$ cat src/rtl/tts_pkg.sv
// Shared types and sizing helpers for the truth-table sequencer.
//   tts_state_e   : sequencer FSM states
//   tts_vec_count : number of input vectors for an N-input DUT
//   tts_cnt_w     : width of the vector counter
//   tts_wait_w    : wait-timer width covering max(SETTLE, RST_CYC)-1
package tts_pkg;

  typedef enum logic [2:0] {
    S_IDLE,
    S_DUT_RST,
    S_APPLY,
    S_SETTLE,
    S_SAMPLE,
    S_EMIT,
    S_DONE
  } tts_state_e;

  function automatic int unsigned tts_vec_count(input int unsigned n_in);
    return 32'd1 << n_in;
  endfunction

  function automatic int unsigned tts_cnt_w(input int unsigned n_in);
    return (n_in < 1) ? 1 : n_in;
  endfunction

  // Timer only ever holds (wait - 1), so clog2 of the larger wait suffices.
  function automatic int unsigned tts_wait_w(input int unsigned settle,
                                             input int unsigned rst_cyc);
    int unsigned m;
    m = (settle > rst_cyc) ? settle : rst_cyc;
    return (m <= 1) ? 1 : $clog2(m);
  endfunction

endpackage

$ cat src/rtl/tts_wait_timer.sv
// Loadable down-counter with zero flag, shared by the DUT reset and
// settle waits of the sequencer.
//   CK       : clock, rising edge
//   reset    : asynchronous active-low reset
//   load     : load load_val this cycle (priority over counting)
//   load_val : value to load
//   zero     : counter is at zero (counting stops there)
module tts_wait_timer #(
  parameter int unsigned W = 1
) (
  input  logic         CK,
  input  logic         reset,
  input  logic         load,
  input  logic [W-1:0] load_val,
  output logic         zero
);

  logic [W-1:0] cnt;

  always_ff @(posedge CK or negedge reset) begin
    if (!reset) begin
      cnt <= '0;
    end else if (load) begin
      cnt <= load_val;
    end else if (cnt != '0) begin
      cnt <= cnt - 1'b1;
    end
  end

  assign zero = (cnt == '0);

endmodule

$ cat src/rtl/truth_table_sequencer.sv
// Exhaustive truth-table sequencer: resets the DUT, applies vectors
// 0..2^N_IN-1, samples the DUT output after a settle interval, streams
// each (vector, response) record and accumulates a signature.
//   CK, reset          : clock / asynchronous active-low reset
//   start, abort       : run request (IDLE only) / run termination
//   dut_rst, dut_n     : DUT reset and input vector (dut_n[N_IN-1] = LSB)
//   dut_out            : DUT response
//   rec_valid/ready    : record handshake; rec_vec, rec_bit = record
//   signature          : bit k = response to vector k
//   busy, done         : not-IDLE flag / run-complete pulse
module truth_table_sequencer
  import tts_pkg::*;
#(
  parameter int unsigned N_IN    = 4,
  parameter int unsigned SETTLE  = 1,
  parameter int unsigned RST_CYC = 2
) (
  input  logic                            CK,
  input  logic                            reset,
  input  logic                            start,
  input  logic                            abort,
  output logic                            dut_rst,
  output logic [N_IN-1:0]                 dut_n,
  input  logic                            dut_out,
  output logic                            rec_valid,
  input  logic                            rec_ready,
  output logic [N_IN-1:0]                 rec_vec,
  output logic                            rec_bit,
  output logic [tts_vec_count(N_IN)-1:0]  signature,
  output logic                            busy,
  output logic                            done
);

  localparam int unsigned CNT_W  = tts_cnt_w(N_IN);
  localparam int unsigned WAIT_W = tts_wait_w(SETTLE, RST_CYC);
  localparam logic [WAIT_W-1:0] RST_LOAD    = WAIT_W'(RST_CYC - 1);
  localparam logic [WAIT_W-1:0] SETTLE_LOAD = WAIT_W'(SETTLE - 1);
  localparam logic [CNT_W-1:0]  LAST_VEC    = '1;

  tts_state_e        state, state_nx;
  logic [CNT_W-1:0]  count;
  logic [N_IN-1:0]   vec_rev;
  logic              tmr_load, tmr_zero;
  logic [WAIT_W-1:0] tmr_val;
  logic              clr_run, do_apply, do_sample, do_inc;

  tts_wait_timer #(.W(WAIT_W)) u_timer (
    .CK       (CK),
    .reset    (reset),
    .load     (tmr_load),
    .load_val (tmr_val),
    .zero     (tmr_zero)
  );

  always_ff @(posedge CK or negedge reset) begin
    if (!reset) state <= S_IDLE;
    else        state <= state_nx;
  end

  always_comb begin
    state_nx  = state;
    tmr_load  = 1'b0;
    tmr_val   = RST_LOAD;
    clr_run   = 1'b0;
    do_apply  = 1'b0;
    do_sample = 1'b0;
    do_inc    = 1'b0;
    case (state)
      S_IDLE: begin
        if (start && !abort) begin
          state_nx = S_DUT_RST;
          tmr_load = 1'b1;
          tmr_val  = RST_LOAD;
          clr_run  = 1'b1;
        end
      end
      S_DUT_RST: if (tmr_zero) state_nx = S_APPLY;
      S_APPLY: begin
        state_nx = S_SETTLE;
        tmr_load = 1'b1;
        tmr_val  = SETTLE_LOAD;
        do_apply = 1'b1;
      end
      S_SETTLE: if (tmr_zero) state_nx = S_SAMPLE;
      S_SAMPLE: begin
        state_nx  = S_EMIT;
        do_sample = 1'b1;
      end
      S_EMIT: begin
        if (rec_ready) begin
          if (count == LAST_VEC) begin
            state_nx = S_DONE;
          end else begin
            state_nx = S_APPLY;
            do_inc   = 1'b1;
          end
        end
      end
      S_DONE:  state_nx = S_IDLE;
      default: state_nx = S_IDLE;
    endcase
    // Abort overrides everything, including a same-cycle handshake.
    if (abort && state != S_IDLE) begin
      state_nx  = S_IDLE;
      tmr_load  = 1'b0;
      do_apply  = 1'b0;
      do_sample = 1'b0;
      do_inc    = 1'b0;
    end
  end

  // dut_n is bit-reversed: the counter LSB drives dut_n[N_IN-1].
  always_comb begin
    vec_rev = '0;
    for (int unsigned i = 0; i < N_IN; i++) begin
      vec_rev[i] = count[N_IN-1-i];
    end
  end

  always_ff @(posedge CK or negedge reset) begin
    if (!reset) begin
      count     <= '0;
      dut_n     <= '0;
      signature <= '0;
      rec_vec   <= '0;
      rec_bit   <= 1'b0;
    end else begin
      if (clr_run) begin
        count     <= '0;
        dut_n     <= '0;
        signature <= '0;
      end
      if (do_apply) dut_n <= vec_rev;
      if (do_sample) begin
        signature[count] <= dut_out;
        rec_bit          <= dut_out;
        rec_vec          <= count;
      end
      if (do_inc) count <= count + 1'b1;
    end
  end

  assign busy      = (state != S_IDLE);
  assign done      = (state == S_DONE);
  assign rec_valid = (state == S_EMIT);
  assign dut_rst   = (state == S_DUT_RST);

endmodule

$ cat config.mk
export PLATFORM = sky130hd
export DESIGN_NAME = truth_table_sequencer
export DESIGN_NICKNAME = d
export VERILOG_FILES = /design/src/rtl/tts_pkg.sv /design/src/rtl/tts_wait_timer.sv /design/src/rtl/truth_table_sequencer.sv
export SDC_FILE = /design/constraint.sdc
export NUM_CORES = 1
export LEC_CHECK = 0
export BUFFER_PORTS_ARGS = -buffer_cell sky130_fd_sc_hd__buf_2
export CORE_MARGIN = 2
export CORE_UTILIZATION = 40
export DETAILED_ROUTE_END_ITERATION = 10
export PLACE_DENSITY = 0.69
export REMOVE_ABC_BUFFERS = 1
export SLEW_MARGIN = 20
export SYNTH_ARGS = -nofsm -noshare
export SYNTH_HDL_FRONTEND = slang
export SYNTH_SLANG_ARGS = --single-unit
$ cat constraint.sdc
create_clock -name CK -period 2.4 [get_ports CK]
set_clock_uncertainty 0.2 [all_clocks]
set_input_delay 0.24 -clock CK [delete_from_list [all_inputs] [get_ports CK]]
set_output_delay 0.24 -clock CK [all_outputs]
set_load 0.01 [all_outputs]
Word-level counts from Yosys, hierarchy flattened

Cells that the tools add are included.

Register bits: 33
Input port bits: 6
Output and inout bits: 29
Word-level logic and storage cells: 61

Add/subtract/negate cells: 2
Order comparisons: 2
Equal/unequal tests: 11
Muxes and demuxes: 30
Reduce and logical (&&, ||, !) cells: 9

Operator list:

| operator            | number |
|---|---|
| $mux 16             | 2 |
| $mux 3              | 6 |
| $pmux 3 s6          | 1 |
| $bwmux 16           | 1 |
| $mux 1              | 15 |
| $mux 4              | 3 |
| $eq 3x3->1 const B  | 3 |
| $ne 3x3->1 const B  | 3 |
| $eq 3x2->1 const B  | 2 |
| $lt 4x5->1 const B  | 1 |
| $add 4x1->4 const B | 1 |
| $demux 1 s4         | 1 |
| $eq 4x4->1 const B  | 1 |
| $ge 4x1->1 const B  | 1 |
| $reduce_and 4->1    | 1 |
| $reduce_bool 2->1   | 2 |
| $eq 3x1->1 const B  | 1 |
| $logic_and 1x1->1   | 3 |
| $logic_not 3->1     | 1 |
| $ne 3x1->1 const B  | 1 |
| $reduce_bool 3->1   | 1 |
| $pmux 1 s2          | 1 |
| $logic_not 1->1     | 1 |
| $sub 1x1->1 const B | 1 |

Depth between registers and ports, before layout

Gate-level depths: netlist of the first run.

Depth after elaboration: 7
Depth in mapped cells: 6
Depth with buffers taken out: 5

Cells and area by module

From an unflattened synthesis of the first run, not the netlist that was laid out.

Cell total of the unflattened synthesis: 158
Area total of the unflattened synthesis: 1647.8 µm²

By module, submodules not included:

| module                | instances | cells each | area an instance (µm²) | sequential area each (µm²) |
|---|---|---|---|---|
| truth_table_sequencer | 1         | 155        | 1612.8                 | 800.8 |
| tts_wait_timer        | 1         | 3          | 35.0                   | 25.0 |

Worst setup path before layout of the first run

No wires, ideal clock.

Kind: reg-to-reg
Start point: reg state[1]
End point: reg state[0]
Setup time: 0.122 ns
Arrival time: 1.385 ns
Required time: 2.078 ns
Setup slack: 0.693 ns
Cell stages (with the launch flop): 5
Path buffers: 1
Clock period less this slack: 1.707 ns
Path through: dfrtp_1 -> buf_2 -> or3_1 -> or2_1 -> a32o_1

Longest elaborated chain between the ends: 4
Elaborated cells between the ends (all ways): 15
Those cells by class: 9 x eq/ne; 2 x mux; 4 x reduce/logical

RTL lines:

| element                                            | RTL line                     | RTL |
|---|---|---|
| from (decl)                                        | truth_table_sequencer.sv:40  | `tts_state_e state, state_nx;` |
| from (signal assigned)                             | truth_table_sequencer.sv:57  | `else state <= state_nx;` |
| $reduce_bool 3->1 (*)                              | -                            |  |
| named net busy                                     | truth_table_sequencer.sv:30  | `output logic busy,` |
| $logic_and 1x1->1 (*)                              | truth_table_sequencer.sv:103 | `if (abort && state != S_IDLE) begin` |
| $ne 3x3->1 (no line) or $ne 3x1->1 (tied branches) | -                            |  |
| $reduce_and 4->1 (no line)                         | -                            |  |

The timed path passes the listed nets; every way through them passes the cells marked *.
A chain may end at the register's enable or synchronous reset.

Worst setup path after layout of the first run

Start point: reg state[2]
End point: reg count[2]

Longest elaborated chain between the ends: 4
Elaborated cells between the ends (all ways): 9
Those cells by class: 1 x eq/ne; 4 x mux; 4 x reduce/logical

RTL lines:

| element                                         | RTL line                                                  | RTL |
|---|---|---|
| $eq 3x3->1 or $reduce_bool 3->1 (tied branches) | truth_table_sequencer.sv:68, truth_table_sequencer.sv:103 |  |
| $mux 1 or $logic_and 1x1->1 (tied branches)     | truth_table_sequencer.sv:68, truth_table_sequencer.sv:103 |  |
| $mux 1                                          | truth_table_sequencer.sv:103                              |  |
| $mux 4 or $reduce_bool 2->1 (tied branches)     | -                                                         |  |
| to (signal assigned)                            | truth_table_sequencer.sv:139                              | `if (do_inc) count <= count + 1'b1;` |
| to (decl)                                       | truth_table_sequencer.sv:41                               | `logic [CNT_W-1:0] count;` |

Parallel ways exist; a longest one is shown, timed or not.

==> impl_metrics.ini, run 1 <==
[synth]
synth_flop_cell = dfrtp_1
synthCells = 148
synthArstFlopShare_pct = 100
synth_area_per_cell_um2 = 11.0
synth_commonest_cells = dfrtp_1 (33), o211ai_1 (13), o31ai_1 (11), nand2_1 (9), nand3_1 (7)
synthMuxAreaShare_pct = 4.68
ys_seq_area_share_pct = 50.6
synth_top_area_share_pct = 50.6
synth_most_common_cell = dfrtp_1
synthTopCellsByArea = dfrtp_1 (51%), o211ai_1 (6.0%), o31ai_1 (5.1%)
synth_cell_type_count = 40
synth_xor_xnor_area_share_pct = 0.537
ys_seq_elements = 33
synth_edf_count = 0
synthSimpleGateAreaFrac_pct = 16.3
synth_area_leader_cell = dfrtp_1
syn_area_mm2 = 0.00163
synthAdderAreaFrac_pct = 3.07
synth_compound_area_share_pct = 19.7
ys.warnings.count = 0
synth_top_family_by_area = compound AO/OA/AOI/OAI gates

[critical_path]
arrival_ns = 1.96
cp_max_fo = 21
start_kind = flop
required_ns = 2.35
cp-end-kind = flop
crit_type = flop to flop

[place]
gp_congestion = 0.733
hpwlAfterDp_mm = 2.36
io_buffers = 34
dp.cells = 222

[floorplanning]
die_x_um = 67.9
initial_core_util_pct = 41.1
die_h_um = 67.9
core_area_mm2 = 0.00397
rows = 23
die_area_mm2 = 0.00461
ios = 35

[route]
drtIter0Drc = 108
met3_length_um = 150
route.met2.wl_mm = 1.64
dr.max_layer_used = met4
drc = 0
ant_nets = 0
drt-met1-wl_mm = 1.53
firstDrtPassIters = 4
vias_per_cell = 5.46
routed-via-count = 1267
wl_per_cell_um = 14.6
wl_mm = 3.39

[sta]
tightest_slew_ns = 0.723
maxSlewHeadroom_pct = 51.7
timing.final.crit_share_pct = 83.9
fin_crit_ns = 2.01
fmax_ghz = 0.497
maxSlewViolCount = 0
setup_viol = 0
tns_ns = 0
hold_viol_final = 0
rsz0062_at_grt = false

[clock_network]
cts_buffer_depth = 2
clk_latency_ns = 0.28
htree_levels = 2
tritoncts = done
cts_made_buffers = 5
post_cts_buffers = 0
clk_pin_slew_worst_paths_ns = 0.06
clkSinkCount = 33
cts-root-buf = clkbuf_8

[global_routing]
grt_pass1_wl_mm = 5.49
antenna_found_initial = 0
grt_max_degree = 34
grt_pass1_vias = 1174
overflow = 0
grt_use_total_pct = 16.3

[pwr]
power_mw = 1.14
powerDensity_mw_per_mm2 = 597
vdd_ir_drop_max_v = 0.000211
total_leakage_power_nw = 0.929

[cells_and_area]
final_util_pct = 48.1
nets = 191
fillCellCount = 378
antennaDiodeCount = 0
fin_cells = 232
area_delta_synth_final_pct = 17.1
drive_gt1_share_pct = 28.6

[worst_hold_path]
hold_path_class = primary input to flop

[run]
max_cap_violations = 0

[outcome]
status = complete, no violations
## final timing paths
path	from	to	slack (ns)	cells after the start
hold reg to reg	signature[15]$_DFF_PN0_	signature[15]$_DFF_PN0_	0.30	2
min in group asynchronous	reset	signature[9]$_DFF_PN0_	0.34	2
max in group asynchronous	reset	count[0]$_DFFE_PN0P_	1.20	2
hold / removal	abort	state[1]$_DFFE_PN0P_	0.04	2
setup / recovery	state[2]$_DFFE_PN0P_	count[2]$_DFFE_PN0P_	0.39	4
setup reg to reg	state[2]$_DFFE_PN0P_	count[2]$_DFFE_PN0P_	0.39	4
## cell families (layout without fill, tap and decap cells)
group                      Yosys count  in the layout
DFF                                 33             33
AOI/OAI and AO/OA                   42             42
buffers and inverters               17             51
and+or+nand+nor                     44             44
adders and majority gates            4              4
muxes                                7              7
xor gates and xnor gates             1              1
## report_power, final
part	internal (mW)	switching [mW]
Combinational	0.0616	0.0820
Clock	0.205	0.184
Sequential	0.576	0.0320
## critical path, cell delays in order (launching register included)
cell and delay, ns:
dfrtp_1 0.48, nor4_1 0.30, nand2_1 0.48, o211ai_1 0.26, o311ai_0 0.14
## cell type report
cell class	instances	area (um2)	area share, %
clock buffer	8	80.1	4.19
multi-input combinational	98	722	37.8
inverter	6	22.5	1.18
sequential	33	826	43.2
tap	50	62.6	3.27
timing repair buffer	37	198	10.3
## registers in the layout (all words and copies together), names as in the netlist
register,cells
signature,16
dut_n,4
state,3
count,4
rec_bit,1
rec_vec,4
u_timer.cnt,1
## routing by layer
layer  track usage (%)  vias to the layer above
met1              21.1                      618
met2              25.2                       30
met3              3.95                        6
li1                  -                      613
met4              8.75                        0
met5                 0                        -
## cells in the final DEF (no fill, tap or decap), drive strengths merged, types with 2 or more instances in the layout
cell         count
ha               4
buf             35
clkbuf           8
mux2             5
dlygate4sd3      2
o31ai           11
nor2             4
or3              2
a22o             4
o41ai            2
nand4            2
o21ai            5
and2             4
and2b            2
nand2           13
o311ai           3
dfrtp           33
o211ai          13
mux2i            2
nand3            7
inv              6
## metrics by stage
step | cell area (um2) | setup slack [ns] | hold WS (ns)
3_5_place_dp | 1810 | 0.400 | 0.141
2_1_floorplan | 1570 | 0.352 | -0.256
6_report | 1910 | 0.386 | 0.0439
3_3_place_gp | 1810 | 0.436 | 0.128
5_1_grt | 1910 | 0.240 | 0.0373
4_1_cts | 1910 | 0.385 | 0.0388
## repair_timing
action / CTS / global route
hold buffers: 2 / 0
resized for setup: 0 / 0
endpoints found under the hold margin: 34 / 0
No activity file was read; power rests on OpenSTA's default activity.
==> inputs of run 2 (changes only) <==
--- a/config.mk
+++ b/config.mk
@@ -9,7 +9,7 @@
 export CORE_MARGIN = 2
 export CORE_UTILIZATION = 40
 export DETAILED_ROUTE_END_ITERATION = 10
-export PLACE_DENSITY = 0.69
+export PLACE_DENSITY = 0.71
 export REMOVE_ABC_BUFFERS = 1
 export SLEW_MARGIN = 20
 export SYNTH_ARGS = -nofsm -noshare
==> constraint.sdc (replaced) <==
create_clock -name CK -period 1.7 [get_ports CK]
set_clock_uncertainty 0.2 [all_clocks]
set_input_delay 0.17 -clock CK [delete_from_list [all_inputs] [get_ports CK]]
set_output_delay 0.17 -clock CK [all_outputs]
set_load 0.01 [all_outputs]
==> impl_metrics.ini, run 2 (synthesis gave the netlist of run 1 again) <==
[outcome]
status = finished, violations left
violations = setup timing

[critical_path]
cp-end-kind = output pin
crit-reg2reg-launch = state[0]$_DFFE_PN0P_
cp_max_fo = 6
reg2reg_depth = 6
crit_type = flop to output pin
start_kind = flop
arrival_ns = 1.37
required_ns = 1.33
rrSetupSlack_ns = -0.02
regToRegEndpoint = signature[14]$_DFF_PN0_

[global_routing]
grt_pass1_vias = 1272
grt_max_degree = 34
grt_use_total_pct = 18.1
overflow = 0
antenna_found_initial = 0
grt_pass1_wl_mm = 6.04

[pwr]
total_leakage_power_nw = 1.09
vdd_ir_drop_max_v = 0.000387
power_mw = 1.79
powerDensity_mw_per_mm2 = 800

[route]
drc = 0
ant_nets = 0
firstDrtPassIters = 4
wl_mm = 4.02
routed-via-count = 1364
vias_per_cell = 5.37
met3_length_um = 146
drtIter0Drc = 117
route.met2.wl_mm = 1.94
drt-met1-wl_mm = 1.84
wl_per_cell_um = 15.8
dr.max_layer_used = met4

[sta]
layout_setup_ws_ns = -0.0367
maxSlewViolCount = 0
fin_crit_ns = 1.74
tightest_slew_ns = 0.512
hold_viol_final = 0
setup_viol = 7
tns_ns = -0.125
maxSlewHeadroom_pct = 65.8
fmax_ghz = 0.576
rsz0062_at_grt = true
timing.final.crit_share_pct = 102

[cells_and_area]
drive_gt1_share_pct = 41.7
area_delta_synth_final_pct = 37.4
ff_latch_area_um2 = 828
layout_commonest_cell = buf_2
regMostFlops = signature
final_cell_mix = buf_2 (33), dfrtp_1 (31), o211ai_1 (13), buf_4 (12), o31ai_1 (11)
nets = 213
largest_register_ffs = 16
fillCellCount = 330
multi_input_area_um2 = 807
antennaDiodeCount = 0

[place]
hpwlAfterDp_mm = 2.42
io_buffers = 34
gp_congestion = 0.730

[clock_network]
clk_pin_slew_worst_paths_ns = 0.06
tritoncts = done
cts_buffer_depth = 2
cts_made_buffers = 5
htree_levels = 2
cts-root-buf = clkbuf_8
clk_latency_ns = 0.29
clkSinkCount = 33

[worst_hold_path]
hp-start = rec_ready
hold-path-endpoint = state[1]$_DFFE_PN0P_
hold_path_class = primary input to flop
hold_depth = 3

[floorplanning]
core_area_mm2 = 0.00397
die_x_um = 67.9
ios = 35
rows = 23
die_h_um = 67.9
initial_core_util_pct = 41.1
die_area_mm2 = 0.00461

[run]
max_cap_violations = 0
-- run 2: cell type report --
cell class | instances | share of cell area (%)
clock buffers | 5 | 3.07
repair buffers | 59 | 19.4
multi-input cells | 98 | 36.0
inverters | 6 | 1.00
well taps | 50 | 2.79
flip-flops and latches | 33 | 36.9
clock inverters | 3 | 0.781
-- run 2: how the worst max path moves through the flow --
stage / cells after the start / from / endpoint
3_5_place_dp: 5 / state[1]$_DFFE_PN0P_ / signature[2]$_DFF_PN0_
4_1_cts: 3 / state[0]$_DFFE_PN0P_ / busy
5_1_grt: 6 / state[0]$_DFFE_PN0P_ / signature[13]$_DFF_PN0_
2_1_floorplan: 4 / state[1]$_DFFE_PN0P_ / signature[2]$_DFF_PN0_
3_3_place_gp: 5 / state[1]$_DFFE_PN0P_ / signature[2]$_DFF_PN0_
6_report: 4 / state[1]$_DFFE_PN0P_ / dut_rst
-- run 2: metal layers --
metal | vias to the layer above | track usage, %
met1 | 664 | 23.9
met5 | - | 0
met3 | 7 | 4.44
met4 | 0 | 7.50
met2 | 32 | 28.3
li1 | 661 | -
-- run 2: stage by stage --
| stage | area (um2) | util [%] | hold WS [ns] | std cells | worst slack, ns |
|---|---|---|---|---|---|
| finish | 2240 | 56.5 | 0.0370 | 254 | -0.0367 |
| global route | 2240 | 56.5 | 0.0579 | 254 | -0.0965 |
| detailed placement | 1960 | 49.4 | 0.0187 | 239 | -0.142 |
| global placement | 1960 | 49.4 | 0.0173 | 239 | -0.0284 |
| floorplan | 1570 | - | -0.326 | 137 | -0.348 |
| CTS | 2180 | 54.8 | 0.0237 | 254 | -0.0388 |
-- run 2: critical path: stages, from the launching register on --
cell and delay (ns):
dfrtp_2 0.46, buf_6 0.14, buf_6 0.11, nor3b_4 0.19, buf_2 0.17
-- run 2: power breakdown --
group / internal (mW) / leakage [nW] / switching (mW)
Sequential: 0.815 / 0.455 / 0.0327
Combinational: 0.185 / 0.592 / 0.172
Clock: 0.282 / 0.0439 / 0.307
Total: 1.28 / 1.09 / 0.511
-- run 2: repair_timing --
item / in CTS / in global routing
hold endpoints to repair: 36 / 0
pin swaps: 3 / 9
hold buffers: 3 / 0
gates resized for setup: 15 / 15
endpoints found under the setup margin: 15 / 29
buffers inserted: 4 / 0
==> inputs of run 3 (changes only) <==
--- a/config.mk
+++ b/config.mk
@@ -6,7 +6,7 @@
 export NUM_CORES = 1
 export LEC_CHECK = 0
 export BUFFER_PORTS_ARGS = -buffer_cell sky130_fd_sc_hd__buf_2
-export CORE_MARGIN = 2
+export CORE_MARGIN = 1.5
 export CORE_UTILIZATION = 40
 export DETAILED_ROUTE_END_ITERATION = 10
 export PLACE_DENSITY = 0.71
==> constraint.sdc (replaced) <==
create_clock -name CK -period 1.55 [get_ports CK]
set_clock_uncertainty 0.2 [all_clocks]
set_input_delay 0.155 -clock CK [delete_from_list [all_inputs] [get_ports CK]]
set_output_delay 0.155 -clock CK [all_outputs]
set_load 0.01 [all_outputs]
==> impl_metrics.ini, run 3 (synthesis gave the netlist of run 1 again) <==
[outcome]
status = finished, violations left
violations = setup timing

[floorplanning]
die_x_um = 66.9
rows = 23
core_area_mm2 = 0.00397
die_h_um = 66.9
ios = 35
die_area_mm2 = 0.00447
initial_core_util_pct = 41.1

[route]
drtIter0Drc = 53
routed-via-count = 1399
ant_nets = 0
wl_mm = 3.92
firstDrtPassIters = 4
wl_per_cell_um = 14.8
drc = 0
vias_per_cell = 5.30

[place]
hpwlAfterDp_mm = 2.57
io_buffers = 34
gp_congestion = 0.809
placed_cell_area_mm2 = 0.00202

[sta]
setup_viol = 31
tns_ns = -4.12
hold_viol_final = 0
hold_slack_ns = 0.0515
fmax_ghz = 0.575
maxSlewViolCount = 0
maxSlewHeadroom_pct = 68.5
tightest_slew_ns = 0.472
timing.final.crit_share_pct = 112
rsz0062_at_grt = true
fin_crit_ns = 1.74
layout_setup_ws_ns = -0.191

[critical_path]
cp_max_fo = 4
crit_type = flop to output pin
required_ns = 1.19
start_kind = flop
worstPathCellList = buf_6, and2b_2, and2_4, buf_6
critPathBufInv = 2
critPathTopFamily = flip-flops
critical-path-max-stage-delay_ns = 0.46
arrival_ns = 1.39
cp-end-kind = output pin
cpMaxStageDelayCell = dfrtp_2
crit_path_frequent_cell = buf_6

[global_routing]
antenna_found_initial = 0
grt_use_total_pct = 19.2
grt_max_degree = 22
grt_pass1_vias = 1373
overflow = 0
grt_pass1_wl_mm = 6.37

[clock_network]
tritoncts = done
clkSinkCount = 33
cts_buffer_depth = 2
clk_latency_ns = 0.28
htree_levels = 2
cts-root-buf = clkbuf_8
clk_pin_slew_worst_paths_ns = 0.06
cts_made_buffers = 5

[cells_and_area]
largest_register_ffs = 16
nets = 223
regMostFlops = signature
final_area_mm2 = 0.00234
layout_commonest_cell = buf_2
final_util_pct = 58.9
multi_input_area_um2 = 816
antennaDiodeCount = 0
final_cell_mix = buf_2 (32), dfrtp_1 (29), buf_4 (22), o211ai_1 (13), o31ai_1 (11)
area_delta_synth_final_pct = 43.5
fillCellCount = 331
ff_latch_area_um2 = 831
drive_gt1_share_pct = 49.1

[pwr]
power_mw = 2.09
vdd_ir_drop_max_v = 0.000539
powerDensity_mw_per_mm2 = 891
total_leakage_power_nw = 1.16

[worst_hold_path]
hold_path_class = primary input to flop

[run]
max_cap_violations = 0
run 3: area by class of cell:
class | instances | area share (%)
clock buffer | 7 | 4.12
clock inverter | 1 | 0.214
inverter | 6 | 0.962
multi-input combinational | 98 | 34.8
sequential | 33 | 35.5
tap | 50 | 2.67
timing repair buffer | 69 | 21.7
run 3: path summary, 6_finish.rpt:
kind,endpoint,cells after the start,startpoint,slack [ns]
min in group asynchronous,signature[2]$_DFF_PN0_,2,reset,0.11
max in group asynchronous,count[3]$_DFFE_PN0P_,3,reset,0.61
worst max register to register,count[2]$_DFFE_PN0P_,5,state[0]$_DFFE_PN0P_,-0.19
worst min-delay path,state[1]$_DFFE_PN0P_,3,abort,0.05
worst min register to register,dut_n[1]$_DFFE_PN0P_,1,dut_n[1]$_DFFE_PN0P_,0.30
worst max-delay path,rec_valid,4,state[0]$_DFFE_PN0P_,-0.19
run 3: power by group:
part	switching (mW)	internal (mW)	leakage, nW
clock	0.302	0.401	0.0542
combinational	0.204	0.250	0.655
sequential	0.0347	0.894	0.452
run 3: metal layers:
| metal | global-route usage, % | wire [um] |
|---|---|---|
| met5 | 0 | 0 |
| met2 | 30.4 | 1930 |
| met1 | 24.7 | 1800 |
| met3 | 4.90 | 131 |
| met4 | 8.67 | 57 |
run 3: worst reg2reg max path, cell delays in order, from the launching register on:
cell      delay [ns]
dfrtp_2         0.44
buf_6           0.12
and2b_2         0.19
nand3_2         0.10
or3b_2          0.46
o311ai_0        0.12
run 3: through the flow:
| step | cells | setup WS, ns |
|---|---|---|
| finish | 264 | -0.191 |
| detailed placement | 247 | -0.177 |
| floorplan | 137 | -0.498 |
| CTS | 264 | -0.167 |
| global route | 264 | -0.282 |
| global placement | 247 | -0.146 |
run 3: timing repair:
item / 4_1_cts / 5_1_grt
buffers inserted: 6 / 1
hold buffers: 3 / 0
cloned: 0 / 0
pin swaps: 11 / 9
hold endpoints to repair: 35 / 0
setup endpoints to repair: 30 / 36
gates resized for setup: 25 / 15
